`src/rtl/sd_pkg.sv`:
```
// Shared encodings for the SD command scheduler: response kinds, completion
// status, FSM states and the CMD55 / APP_CMD constants.
package sd_pkg;

    typedef enum logic [1:0] {
        RESP_NONE = 2'd0,
        RESP_R48  = 2'd1,
        RESP_R136 = 2'd2
    } sd_resp_e;

    typedef enum logic [1:0] {
        ST_OK       = 2'd0,
        ST_CRC_ERR  = 2'd1,
        ST_TIMEOUT  = 2'd2,
        ST_APP_FAIL = 2'd3
    } sd_status_e;

    typedef enum logic [3:0] {
        S_IDLE,
        S_ARB,
        S_SEND_APP,
        S_WAIT_APP_TX,
        S_WAIT_APP_RESP,
        S_SEND,
        S_WAIT_TX,
        S_WAIT_RESP,
        S_DONE
    } sd_state_e;

    localparam logic [5:0] CMD55_IDX   = 6'd55;
    localparam int         APP_CMD_BIT = 13;

    function automatic logic [37:0] sd_frame(input logic [5:0] idx, input logic [31:0] arg);
        return {idx, arg};
    endfunction

endpackage

```
`src/rtl/sd_rr_arbiter2.sv`:
```
// Two-way round-robin grant: on a tie the requester that did not win last
// time gets the bus. The remembered grant only moves when update_i is high.
module sd_rr_arbiter2 (
    input  logic       clk_i,
    input  logic       rst_i,
    input  logic [1:0] req_i,
    input  logic       update_i,
    output logic       winner_o,
    output logic       last_grant_o
);

    logic last_q;
    logic last_d;

    always_comb begin
        winner_o = (req_i == 2'b11) ? ~last_q : req_i[1];
        last_d   = update_i ? winner_o : last_q;
    end

    // Starts at 1 so requester 0 wins the first tie after reset.
    always_ff @(posedge clk_i or posedge rst_i) begin
        if (rst_i) begin
            last_q <= 1'b1;
        end else begin
            last_q <= last_d;
        end
    end

    assign last_grant_o = last_q;

endmodule

```
`src/rtl/sd_cmd_scheduler.sv`:
```
// Shares the SD CMD serializer/receiver between the init FSM and the UART
// bridge: round-robin grant, CMD55 prefixing, response timeout and CRC retry.
module sd_cmd_scheduler
    import sd_pkg::*;
#(
    parameter int RESP_TIMEOUT = 64,
    parameter int MAX_RETRY    = 2,
    parameter int TO_W         = 7
) (
    input  logic         ex_clk,
    input  logic         reset,
    input  logic         software_reset,
    input  logic [1:0]   req,
    input  logic [1:0]   is_acmd,
    input  logic [5:0]   cmd_idx0,
    input  logic [5:0]   cmd_idx1,
    input  logic [31:0]  cmd_arg0,
    input  logic [31:0]  cmd_arg1,
    input  logic [1:0]   resp_type0,
    input  logic [1:0]   resp_type1,
    input  logic [15:0]  rca,
    input  logic         send_done,
    input  logic         sd_receive_finished,
    input  logic         crc_response_err,
    input  logic [127:0] response,
    output logic         send_en,
    output logic [37:0]  send_cmd_content,
    output logic         receive_en,
    output logic         R2_response,
    output logic [1:0]   ack,
    output logic [1:0]   status,
    output logic [127:0] resp_data
);

    localparam int RT_W = (MAX_RETRY > 0) ? $clog2(MAX_RETRY + 1) : 1;

    sd_state_e        state_q, state_d;
    logic [RT_W-1:0]  retry_q, retry_d;
    logic [TO_W-1:0]  to_cnt_q, to_cnt_d;
    sd_status_e       status_q, status_d;
    logic [127:0]     resp_data_q, resp_data_d;

    logic [5:0]       idx_q;
    logic [31:0]      arg_q;
    sd_resp_e         rtype_q;
    logic             acmd_q;

    logic             arb_upd;
    logic             winner;
    logic             last_grant;
    logic             armed;
    logic             to_hit;

    sd_rr_arbiter2 u_arb (
        .clk_i        (ex_clk),
        .rst_i        (reset),
        .req_i        (req),
        .update_i     (arb_upd),
        .winner_o     (winner),
        .last_grant_o (last_grant)
    );

    assign armed  = (state_q == S_WAIT_APP_RESP) || (state_q == S_WAIT_RESP);
    assign to_hit = (to_cnt_q == TO_W'(RESP_TIMEOUT - 1));

    always_comb begin
        state_d          = state_q;
        retry_d          = retry_q;
        to_cnt_d         = to_cnt_q;
        status_d         = status_q;
        resp_data_d      = resp_data_q;
        arb_upd          = 1'b0;
        send_en          = 1'b0;
        send_cmd_content = '0;
        receive_en       = 1'b0;
        R2_response      = 1'b0;
        ack              = 2'b00;
        status           = ST_OK;

        if (armed) begin
            to_cnt_d = to_cnt_q + TO_W'(1);
        end
        if (armed && sd_receive_finished) begin
            resp_data_d = response;
        end

        case (state_q)
            S_IDLE: begin
                retry_d = '0;
                if (|req) begin
                    arb_upd = 1'b1;
                    state_d = S_ARB;
                end
            end
            S_ARB: begin
                state_d = acmd_q ? S_SEND_APP : S_SEND;
            end
            S_SEND_APP: begin
                send_en          = 1'b1;
                send_cmd_content = sd_frame(CMD55_IDX, {rca, 16'h0000});
                state_d          = S_WAIT_APP_TX;
            end
            S_WAIT_APP_TX: begin
                if (send_done) begin
                    to_cnt_d = '0;
                    state_d  = S_WAIT_APP_RESP;
                end
            end
            S_WAIT_APP_RESP: begin
                receive_en = 1'b1;
                // A finished response takes priority over a same-cycle timeout.
                if (sd_receive_finished) begin
                    if (!crc_response_err && response[APP_CMD_BIT]) begin
                        state_d = S_SEND;
                    end else begin
                        status_d = ST_APP_FAIL;
                        state_d  = S_DONE;
                    end
                end else if (to_hit) begin
                    status_d = ST_APP_FAIL;
                    state_d  = S_DONE;
                end
            end
            S_SEND: begin
                send_en          = 1'b1;
                send_cmd_content = sd_frame(idx_q, arg_q);
                state_d          = S_WAIT_TX;
            end
            S_WAIT_TX: begin
                if (send_done) begin
                    if (rtype_q == RESP_NONE) begin
                        status_d = ST_OK;
                        state_d  = S_DONE;
                    end else begin
                        to_cnt_d = '0;
                        state_d  = S_WAIT_RESP;
                    end
                end
            end
            S_WAIT_RESP: begin
                receive_en  = 1'b1;
                R2_response = (rtype_q == RESP_R136);
                if (sd_receive_finished) begin
                    if (!crc_response_err) begin
                        status_d = ST_OK;
                        state_d  = S_DONE;
                    end else if (retry_q < RT_W'(MAX_RETRY)) begin
                        // Back through ARB so an ACMD gets its CMD55 again.
                        retry_d = retry_q + RT_W'(1);
                        state_d = S_ARB;
                    end else begin
                        status_d = ST_CRC_ERR;
                        state_d  = S_DONE;
                    end
                end else if (to_hit) begin
                    status_d = ST_TIMEOUT;
                    state_d  = S_DONE;
                end
            end
            S_DONE: begin
                ack     = last_grant ? 2'b10 : 2'b01;
                status  = status_q;
                retry_d = '0;
                state_d = S_IDLE;
            end
            default: begin
                state_d = S_IDLE;
            end
        endcase

        if (software_reset) begin
            state_d  = S_IDLE;
            retry_d  = '0;
            to_cnt_d = '0;
            status_d = ST_OK;
            arb_upd  = 1'b0;
            send_en  = 1'b0;
            ack      = 2'b00;
            status   = ST_OK;
        end
    end

    always_ff @(posedge ex_clk or posedge reset) begin
        if (reset) begin
            state_q     <= S_IDLE;
            retry_q     <= '0;
            to_cnt_q    <= '0;
            status_q    <= ST_OK;
            resp_data_q <= '0;
        end else begin
            state_q     <= state_d;
            retry_q     <= retry_d;
            to_cnt_q    <= to_cnt_d;
            status_q    <= status_d;
            resp_data_q <= resp_data_d;
        end
    end

    // Command fields are only consumed after being latched at grant time.
    always_ff @(posedge ex_clk) begin
        if (arb_upd) begin
            idx_q   <= winner ? cmd_idx1 : cmd_idx0;
            arg_q   <= winner ? cmd_arg1 : cmd_arg0;
            rtype_q <= sd_resp_e'(winner ? resp_type1 : resp_type0);
            acmd_q  <= is_acmd[winner];
        end
    end

    assign resp_data = resp_data_q;

endmodule

```
`config.mk`:
```
export PLATFORM = sky130hd
export DESIGN_NAME = sd_cmd_scheduler
export DESIGN_NICKNAME = d
export VERILOG_FILES = /design/src/rtl/sd_pkg.sv /design/src/rtl/sd_rr_arbiter2.sv /design/src/rtl/sd_cmd_scheduler.sv
export SDC_FILE = /design/constraint.sdc
export NUM_CORES = 1
export LEC_CHECK = 0
export ABC_CLOCK_PERIOD_IN_PS = 6400
export CAP_MARGIN = 20
export CELL_PAD_IN_SITES_DETAIL_PLACEMENT = 1
export CELL_PAD_IN_SITES_GLOBAL_PLACEMENT = 2
export CORE_ASPECT_RATIO = 2
export CORE_MARGIN = 1.5
export CORE_UTILIZATION = 26
export DETAILED_ROUTE_END_ITERATION = 8
export PLACE_DENSITY_LB_ADDON = 0.05
export SYNTH_ARGS = -nofsm -noshare
export SYNTH_HDL_FRONTEND = slang
export SYNTH_SLANG_ARGS = --single-unit
```
`constraint.sdc`:
```
create_clock -name ex_clk -period 6.4 [get_ports ex_clk]
set_input_delay 1.28 -clock ex_clk [delete_from_list [all_inputs] [get_ports ex_clk]]
set_output_delay 1.28 -clock ex_clk [all_outputs]
set_load 0.02 [all_outputs]
```
==> impl_metrics.env <==
export IMPL_seq_power_share_pct=33.7
export IMPL_numPortBuffers=406
export IMPL_rows=93
export IMPL_nets=1171
export IMPL_drt_iter0_markers=139
export IMPL_drc=0
export IMPL_tightest_slew_ns=1.050
export IMPL_syn_avg_cell_area_um2=15.94
export IMPL_die_h_um=258.8
export IMPL_critPathLaunchType="primary input"
export IMPL_ir_drop_mv=0.1972
export IMPL_cellLeakagePower_nw=5.859
export IMPL_num_vias=6156
export IMPL_yosysTopAreaCell="dfrtp_1"
export IMPL_cts_hold_buf=0
export IMPL_synth_top_cell_area_share_pct=42.05
export IMPL_cts_sinks=185
export IMPL_combPwrFrac_pct=47.2
export IMPL_syn2layout_area_growth_pct=58.79
export IMPL_p_per_area_nw_per_um2=435.9
export IMPL_slew_viol_final=0
export IMPL_ant_nets=0
export IMPL_drive_gt1_share_pct=23.39
export IMPL_grt_setup_unrepaired="no"
export IMPL_vias_per_cell=4.448
export IMPL_grt_antenna_before_repair=8
export IMPL_crit_path_end_kind="primary output"
export IMPL_path_class="in2out"
export IMPL_cp_required_ns=5.12
export IMPL_cts_buffers=17
export IMPL_maxCapViolCount=0
export IMPL_setup_viol=0
export IMPL_die_area_um2=33890
export IMPL_hold_class="reg2reg"
export IMPL_relSlewSlack_pct=30.02
export IMPL_netlist_instances=534
export IMPL_grt_start_max_net_pins=91
export IMPL_ys_async_sr_fraction_pct=77.84
export IMPL_outcome="completed"
export IMPL_syn_cell_area_um2=8509
export IMPL_min_period_over_period_pct=71.75
export IMPL_grt_util_all_layers_pct=16.57
export IMPL_routabilityCongestion=0.8650
export IMPL_ys_warnings_count=0
export IMPL_ys_seq_elements=185
export IMPL_switchingPower_mw=2.015
export IMPL_clk_pin_slew_worst_paths_ns=0.07
export IMPL_crit_fanout=12
export IMPL_dieWidth_um=130.9
export IMPL_power_frac_clock_pct=19.1
export IMPL_avgRoutedWirePerCell_um=20.21
export IMPL_routed_wl_um=27960
export IMPL_coreArea_um2=32230
export IMPL_utilization_pct=41.92
export IMPL_cts_tree="yes"
export IMPL_layout_setup_ws_ns=1.808
export IMPL_grt_pass1_vias=7231
export IMPL_preCtsSetupSlack_ns=1.712
export IMPL_swShare_pct=34.21
export IMPL_synth_edf_count=41
export IMPL_clock_skew_ns=0.01243
export IMPL_clockBufferDepth=2
export IMPL_p_int_mw=3.875
export IMPL_insertion_delay_ns=0.44
export IMPL_post_cts_setup_buffers=0
export IMPL_overflow=0
export IMPL_first_pass_iters=4
export IMPL_fin_setup_tns_ns=0
export IMPL_cts_resized=0
export IMPL_max_clock_freq_mhz=217.8
export IMPL_crit_arrival_ns=3.31
export IMPL_grt_pass1_wl_um=41570
export IMPL_synth_nets=769
export IMPL_post_dp_hpwl_um=21480
export IMPL_synth_cell_types=59
export IMPL_start_util_pct=26.40
export IMPL_ios=407
export IMPL_yosysSeqAreaShare_pct=56.83
export IMPL_cts_root_buffer="clkbuf_16"
export IMPL_finalNonFillerCells=1384
export IMPL_hold_viol_final=0
export IMPL_htreeDepth=4
export IMPL_ys_flop_type="dfrtp_1"
export IMPL_place_inst=1343
export IMPL_period_needed_ns=4.592
export IMPL_synthTopCellsByArea="dfrtp_1 (42%), mux2_4 (21%), edfxtp_1 (14%)"
[logic make-up (layout without fill, tap and decap cells)]
logic type	Yosys count	after routing	share of synthesized area, %
muxes	171	171	27.91
buffers and inverters	36	451	4.088
xor gates and xnor gates	8	8	0.8234
DFF	185	185	56.83
and+or+nand+nor	86	86	5.911
AOI/OAI and AO/OA	47	47	4.294
adders and majority gates	1	1	0.1470
other	0	8	0
[per-layer routing]
layer | up-vias | wire length, um | GRT usage [%] | share of wire (%)
met4 | 0 | 983 | 9.249 | 3.5
li1 | 2756 | - | - | -
met5 | - | 0 | 0 | 0
met2 | 260 | 16350 | 32.34 | 58
met3 | 47 | 1769 | 4.480 | 6.3
met1 | 3093 | 8863 | 14.70 | 32
[per-stage QoR]
stage	power, mW	hold WS (ns)	area [um^2]
2_1_floorplan	3.518	0.4577	8509
3_3_place_gp	4.758	0.4919	12870
3_5_place_dp	4.813	0.4947	12870
4_1_cts	5.984	0.5163	13480
5_1_grt	6.194	0.5246	13510
6_report	5.890	0.5118	13510
[worst max-delay path, cell delays in order]
cell and delay [ns]:
clkdlybuf4s50_1 0.67, nor3_1 0.52, and2_1 0.21, clkdlybuf4s50_1 0.62
[Yosys cell counts (4+ instances only)]
| library cell | n |
|---|---|
| a21o_1 | 5 |
| a21oi_1 | 4 |
| a22o_1 | 16 |
| and3_1 | 20 |
| buf_12 | 10 |
| buf_2 | 8 |
| clkbuf_1 | 7 |
| dfrtp_1 | 143 |
| edfxtp_1 | 41 |
| inv_1 | 4 |
| mux2_2 | 49 |
| mux2_4 | 120 |
| nand2_1 | 14 |
| nor2_1 | 16 |
| nor3_1 | 7 |
| o21ai_0 | 6 |
| xor2_1 | 7 |
[final timing paths]
path	from	end	cells after the start	slack, ns
worst min register to register	resp_data[111]$_DFFE_PP0P_	resp_data[111]$_DFFE_PP0P_	1	0.51
worst max-delay path	software_reset	status[1]	4	1.81
min in group asynchronous	reset	resp_data[19]$_DFFE_PP0P_	2	1.26
max in group asynchronous	reset	resp_data[23]$_DFFE_PP0P_	3	3.99
worst min-delay path	resp_data[111]$_DFFE_PP0P_	resp_data[111]$_DFFE_PP0P_	1	0.51
worst max register to register	state_q[2]$_DFFE_PP0P_	resp_data[37]$_DFFE_PP0P_	6	3.14
[power groups by stage]
stage	sequential, mW	combinational [mW]	clock, mW
final	1.98	2.78	1.13
after global routing	2.05	2.93	1.21
after CTS	1.99	2.82	1.17
after detailed placement	2.01	2.80	0
after global placement	1.98	2.78	0
after floorplan	2.43	1.09	0
[cells in the final DEF (no fill, tap or decap), types with 2 or more instances in the layout]
| master | count |
|---|---|
| a31oi_1 | 2 |
| nor2b_1 | 3 |
| dfrtp_1 | 143 |
| mux2_4 | 120 |
| clkinv_4 | 3 |
| or3_1 | 3 |
| and3_1 | 20 |
| xor2_1 | 7 |
| inv_6 | 5 |
| clkinv_2 | 2 |
| buf_4 | 8 |
| nor4_1 | 2 |
| o21ai_0 | 6 |
| bufinv_16 | 3 |
| inv_4 | 2 |
| a32o_1 | 2 |
| nor2_1 | 16 |
| a21oi_1 | 4 |
| edfxtp_1 | 41 |
| nand2_1 | 14 |
| nand3_1 | 2 |
| clkdlybuf4s50_1 | 406 |
| nand4_1 | 2 |
| mux2_2 | 49 |
| clkbuf_16 | 17 |
| and2_1 | 3 |
| nand2b_1 | 2 |
| nor3_1 | 6 |
| a22o_1 | 16 |
| nand3b_1 | 2 |
| diode_2 | 8 |
| a21o_1 | 5 |
| inv_1 | 3 |
[state kept, by name (all words and copies together) (netlist names), 2 cells and up]
register	cells
to_cnt_q	7
idx_q	6
status_q	2
retry_q	2
state_q	4
rtype_q	2
resp_data	128
arg_q	32
[final cells by class]
cell class / instances / area (um^2)
fillers: 3365 / 18720
flip-flops and latches: 185 / 4836
repair buffers: 414 / 4124
multi-input cells: 313 / 3359
well taps: 427 / 534.3
clock buffers: 17 / 425.4
clock inverters: 15 / 186.4
inverters: 5 / 26.28
diodes: 8 / 20.02
No activity file was read; power rests on OpenSTA's default activity.
